[src/rtl/maxnet_pkg.sv]
// Shared types and sizing for the MaxNet iteration controller.
package maxnet_pkg;

  typedef enum logic [2:0] {
    IDLE = 3'd0,
    MUL  = 3'd1,
    SUM  = 3'd2,
    EVAL = 3'd3,
    DONE = 3'd4
  } state_e;

  localparam int NUM_PU       = 4;
  localparam int DATA_W       = 5;
  localparam int DEF_MAX_ITER = 31;
  localparam int DEF_ITER_W   = 5;

endpackage

[src/rtl/nz_encoder.sv]
// Ones-count and lowest-set index of the four PU non-zero flags.
module nz_encoder (
  input  logic       s1,
  input  logic       s2,
  input  logic       s3,
  input  logic       s4,
  output logic [2:0] count,
  output logic [1:0] low_idx
);

  always_comb begin
    count = 3'(s1) + 3'(s2) + 3'(s3) + 3'(s4);
    // Highest index first so the lowest set flag wins.
    low_idx = 2'd0;
    if (s4) low_idx = 2'd3;
    if (s3) low_idx = 2'd2;
    if (s2) low_idx = 2'd1;
    if (s1) low_idx = 2'd0;
  end

endmodule

[src/rtl/maxnet_ctrl.sv]
// MaxNet iteration controller: feeds activations to four PUs and resolves a winner.
// Handshake: start is a single-cycle request honoured only in IDLE; done pulses once when results are valid.
module maxnet_ctrl
  import maxnet_pkg::*;
#(
  parameter int MAX_ITER = DEF_MAX_ITER,
  parameter int ITER_W   = DEF_ITER_W
) (
  input  logic              clk,
  input  logic              rst,
  input  logic              start,
  input  logic [DATA_W-1:0] a1,
  input  logic [DATA_W-1:0] a2,
  input  logic [DATA_W-1:0] a3,
  input  logic [DATA_W-1:0] a4,
  output logic [DATA_W-1:0] x1,
  output logic [DATA_W-1:0] x2,
  output logic [DATA_W-1:0] x3,
  output logic [DATA_W-1:0] x4,
  output logic              mul_en,
  output logic              sum_en,
  input  logic [DATA_W-1:0] pu_out1,
  input  logic [DATA_W-1:0] pu_out2,
  input  logic [DATA_W-1:0] pu_out3,
  input  logic [DATA_W-1:0] pu_out4,
  input  logic              s1,
  input  logic              s2,
  input  logic              s3,
  input  logic              s4,
  output logic              busy,
  output logic              done,
  output logic [1:0]        winner,
  output logic [DATA_W-1:0] winner_val,
  output logic              no_winner,
  output logic              timeout,
  output logic [ITER_W-1:0] iter_count,
  output state_e            dbg_state
);

  state_e            state, state_next;
  logic              busy_q;
  logic [DATA_W-1:0] x_q [NUM_PU];
  logic [DATA_W-1:0] pu  [NUM_PU];
  logic [2:0]        nz_count;
  logic [1:0]        nz_idx;
  logic [ITER_W-1:0] iter_inc;
  logic              last_iter;
  logic [1:0]        max_idx;
  logic [DATA_W-1:0] max_val;

  assign pu[0] = pu_out1;
  assign pu[1] = pu_out2;
  assign pu[2] = pu_out3;
  assign pu[3] = pu_out4;

  nz_encoder u_nz_encoder (
    .s1      (s1),
    .s2      (s2),
    .s3      (s3),
    .s4      (s4),
    .count   (nz_count),
    .low_idx (nz_idx)
  );

  assign iter_inc  = iter_count + ITER_W'(1);
  assign last_iter = (iter_inc == ITER_W'(MAX_ITER));

  // Strict greater-than keeps the lowest index on ties.
  always_comb begin
    max_idx = 2'd0;
    max_val = pu[0];
    for (int i = 1; i < NUM_PU; i++) begin
      if (pu[i] > max_val) begin
        max_idx = 2'(i);
        max_val = pu[i];
      end
    end
  end

  always_comb begin
    state_next = state;
    case (state)
      IDLE:    if (start) state_next = MUL;
      MUL:     state_next = SUM;
      SUM:     state_next = EVAL;
      EVAL:    state_next = (nz_count <= 3'd1 || last_iter) ? DONE : MUL;
      DONE:    state_next = IDLE;
      default: state_next = IDLE;
    endcase
  end

  always_ff @(posedge clk) begin
    if (rst) begin
      state  <= IDLE;
      busy_q <= 1'b0;
    end else begin
      state  <= state_next;
      busy_q <= (state_next != IDLE);
    end
  end

  always_ff @(posedge clk) begin
    if (rst) begin
      for (int i = 0; i < NUM_PU; i++) x_q[i] <= '0;
      iter_count <= '0;
      winner     <= 2'd0;
      winner_val <= '0;
      no_winner  <= 1'b0;
      timeout    <= 1'b0;
    end else begin
      case (state)
        IDLE: begin
          if (start) begin
            x_q[0]     <= a1;
            x_q[1]     <= a2;
            x_q[2]     <= a3;
            x_q[3]     <= a4;
            iter_count <= '0;
            winner     <= 2'd0;
            winner_val <= '0;
            no_winner  <= 1'b0;
            timeout    <= 1'b0;
          end
        end
        EVAL: begin
          iter_count <= iter_inc;
          if (nz_count == 3'd1) begin
            winner     <= nz_idx;
            winner_val <= pu[nz_idx];
          end else if (nz_count == 3'd0) begin
            no_winner  <= 1'b1;
            winner     <= 2'd0;
            winner_val <= '0;
          end else if (last_iter) begin
            timeout    <= 1'b1;
            winner     <= max_idx;
            winner_val <= max_val;
          end else begin
            for (int i = 0; i < NUM_PU; i++) x_q[i] <= pu[i];
          end
        end
        default: ;
      endcase
    end
  end

  assign x1        = x_q[0];
  assign x2        = x_q[1];
  assign x3        = x_q[2];
  assign x4        = x_q[3];
  assign mul_en    = (state == MUL);
  assign sum_en    = (state == SUM);
  assign done      = (state == DONE);
  assign busy      = busy_q;
  assign dbg_state = state;

endmodule

[config.mk]
export PLATFORM = sky130hd
export DESIGN_NAME = maxnet_ctrl
export DESIGN_NICKNAME = d
export VERILOG_FILES = /design/src/rtl/maxnet_pkg.sv /design/src/rtl/nz_encoder.sv /design/src/rtl/maxnet_ctrl.sv
export SDC_FILE = /design/constraint.sdc
export NUM_CORES = 1
export LEC_CHECK = 0
export CAP_MARGIN = 10
export CORE_MARGIN = 4
export CORE_UTILIZATION = 45
export DETAILED_ROUTE_END_ITERATION = 12
export PLACE_DENSITY_LB_ADDON = 0.12
export SKIP_CTS_REPAIR_TIMING = 1
export SYNTH_ARGS = -nofsm -noshare
export SYNTH_HDL_FRONTEND = slang
export SYNTH_SLANG_ARGS = --single-unit
[constraint.sdc]
create_clock -name clk -period 11.7 [get_ports clk]
set_input_delay 2.34 -clock clk [delete_from_list [all_inputs] [get_ports clk]]
set_output_delay 2.34 -clock clk [all_outputs]
set_load 0.02 [all_outputs]
==> results.cfg <==
[setup_path]
startpoint_type = input pin
worst_setup_path_end_kind = flop
crit_family = compound AO/OA/AOI/OAI gates
cp_slowest_cell = clkdlybuf4s50_1
max_stage_delay_ns = 0.57
critPathBufInv = 2
cp.arrival_ns = 7.15
cp_max_fo = 10
critPathKind = input pin to flop
critPathRequiredTime_ns = 11.88
path_common_cell = ha_1
cp_cell_sequence = clkdlybuf4s50_1, inv_1, ha_1, a21oi_1, o21ai_2, o22ai_4, mux2i_1, ha_1, and3_1, a31oi_1, o31ai_4, nor2_1, a21o_2, ha_1, and3_1, a211oi_1, a32o_1, o221ai_1, a221o_1

[timing]
relSlewSlack_pct = 42.2
finalHoldViolations = 0
rsz0062_at_grt = no
skew_ns = 0.00272
max_freq_mhz = 143
min_period_ns = 6.97
drv_slew = 0
fin_crit_sh_pct = 59.6
worstMarginPinSlew_ns = 0.855
setup_viol = 0
fin_setup_tns_ns = 0

[finish]
antennaDiodeCount = 0
nets = 422
drive_above_1_share_pct = 7.32
area_growth_pct = 38.3
utilization_pct = 64.9
finalInstanceArea_sq_um = 3620

[synthesis]
synth_seq_area_share_pct = 36.7
synth_top_flop_cell = edfxtp_1
syn_nets = 339
synth_area_sq_um = 2620
yosysWarnings = 0
synth-edff-count = 20
async_flop_share_pct = 0
ys_ff_latch = 38
syn_area_per_cell_sq_um = 9.65
ys_types = 64
synthCells = 271

[place]
gp_congestion = 0.970
io_buffer_count = 87
postPlaceCellArea_sq_um = 3530
post-dp-hpwl_microns = 5890

[power]
peakVddDrop_mv = 0.0690
p_leak_nw = 1.46
switching_share_pct = 34.4
switchingPower_mw = 0.147
p_per_area_nw_per_um2 = 118
clkPwrFrac_pct = 22.2
share_comb_of_total_power_pct = 39.8
power.internal_mw = 0.280
pwr-share-seq_pct = 38.0

[clock_network]
cts_tree = done
cts.sinks = 38
htree_levels = 2
clock_latency_ns = 0.29
cts_root_buf = clkbuf_8
clkTransAtPathRegs_ns = 0.07
numCtsBuffers = 5
clock_path_buffers = 2

[route]
ant_nets = 0
vias = 2472
drt_pre_antenna_iters = 4
drcViolationCount = 0
drt_iter0_drc = 98
wire_per_inst_microns = 17.7
vias_per_cell = 5.79
wl_microns = 7550

[global_routing]
gr-total-overflow = 0
antenna_found_initial = 0
grt_pass1_wl_microns = 12200
grt_max_degree = 21
gr-usage-all-layers_pct = 21.2
first_global_vias = 2477

[die]
pin_count = 88
rows = 27
core_area_sq_um = 5570
die-width_microns = 84.2
floorplan.initialDensity_pct = 46.9
dieArea_sq_um = 7090
die_y_microns = 84.2

[flow_run]
cap_violations = 0

[min_path]
worstHoldPathType = flop to flop

[outcome]
outcome = finished, final reports clean
==> synthesized netlist by cell type (4+ instances only) <==
cell / instances / area, sq um
o21ai_0: 12 / 60.1
nand3_1: 5 / 25.0
ha_1: 20 / 250
a22o_1: 22 / 193
a221oi_1: 4 / 35.0
nor3_1: 11 / 55.1
dfxtp_1: 18 / 360
nand2_1: 11 / 41.3
inv_1: 16 / 60.1
mux2i_1: 9 / 90.1
edfxtp_1: 20 / 601
a21oi_1: 16 / 80.1
and3_1: 5 / 31.3
nor2_1: 25 / 93.8
buf_2: 6 / 30.0
==> worst paths after layout <==
path                                            startpoint                         end  slack [ns]  depth (start not counted)
worst max-delay path                            pu_out1[2]  winner_val[2]$_SDFFE_PP0P_        4.73                         19
worst min-delay path            winner_val[0]$_SDFFE_PP0P_  winner_val[0]$_SDFFE_PP0P_        0.49                          1
worst max register to register  iter_count[0]$_SDFFE_PP0P_     x_q[1][0]$_SDFFCE_PP0P_        9.59                          7
worst min register to register  winner_val[0]$_SDFFE_PP0P_  winner_val[0]$_SDFFE_PP0P_        0.49                          1
==> worst reg2reg max path, cell delays in order (launching register included) <==
cell and delay [ns]:
dfxtp_1 0.42, ha_1 0.25, xor2_1 0.16, nand3_1 0.16, nor2_2 0.36, nor3_2 0.08
buf_4 0.23, a22o_1 0.20
==> metal layers <==
layer | vias to the layer above | GRT usage, % | part of all wire (%)
li1 | 1200 | - | -
met1 | 1179 | 27.5 | 44
met5 | - | 0 | 0
met4 | 0 | 4.68 | 1.1
met2 | 85 | 36.2 | 49
met3 | 8 | 4.81 | 6.4
==> sequential cells by signal, indices dropped and copies added (netlist names) <==
signal	count
winner	2
busy	1
dbg_state	3
iter_count	5
winner_val	5
no_winner	1
x_q	20
timeout	1
==> stage by stage <==
stage / total power, mW / cells / hold slack, ns / setup WS [ns]
floorplan: 0.269 / 271 / 0.559 / 5.65
global placement: 0.332 / 419 / 0.455 / 4.61
detailed placement: 0.334 / 419 / 0.465 / 4.49
CTS: 0.429 / 427 / 0.491 / 4.77
global route: 0.449 / 427 / 0.519 / 4.37
finish: 0.427 / 427 / 0.492 / 4.73
==> cell usage in the layout (no fill, tap or decap), types with 3 or more instances in the layout <==
master | netlist | routed
nor2_1 | 25 | 25
clkbuf_8 | 0 | 6
nor3b_1 | 3 | 3
a22o_1 | 22 | 22
edfxtp_1 | 20 | 20
nand2_1 | 11 | 11
dfxtp_1 | 18 | 18
o21ai_0 | 12 | 12
a32oi_1 | 3 | 3
clkdlybuf4s50_1 | 0 | 87
ha_1 | 20 | 20
a21o_1 | 3 | 3
nand4_1 | 3 | 3
and3_1 | 5 | 5
a221oi_1 | 4 | 4
nand3_1 | 5 | 5
mux2i_1 | 9 | 9
nor3_1 | 11 | 10
a21oi_1 | 16 | 16
inv_1 | 16 | 16
==> area by class of cell <==
class / count / area [sq um]
Sequential cell: 38 / 961
Timing Repair Buffer: 89 / 886
Tap cell: 72 / 90.1
Inverter: 16 / 60.1
Multi-Input combinational cell: 204 / 1530
Fill cell: 490 / 1960
Clock buffer: 8 / 90.1
==> cell families (layout without fill, tap and decap cells) <==
| group | count (synthesis) | count (layout) | synth area share, % |
|---|---|---|---|
| multiplexers | 10 | 10 | 4.31 |
| flip-flops | 38 | 38 | 36.7 |
| AND/OR/NAND/NOR | 81 | 81 | 16.2 |
| adder cells (fa/ha/maj) | 21 | 21 | 10.3 |
| XOR/XNOR | 3 | 3 | 1.29 |
| AO/OA/AOI/OAI | 89 | 89 | 26.2 |
| buffers and inverters | 29 | 113 | 4.93 |
==> power by group through the flow <==
stage               combinational, mW  sequential, mW  clock [mW]
finish                          0.170           0.162      0.0947
global route                    0.184           0.164       0.101
CTS                             0.170           0.162      0.0968
detailed placement              0.168           0.166           0
global placement                0.167           0.165           0
floorplan                      0.0890           0.180           0
Power figures use the tool's default switching activity.
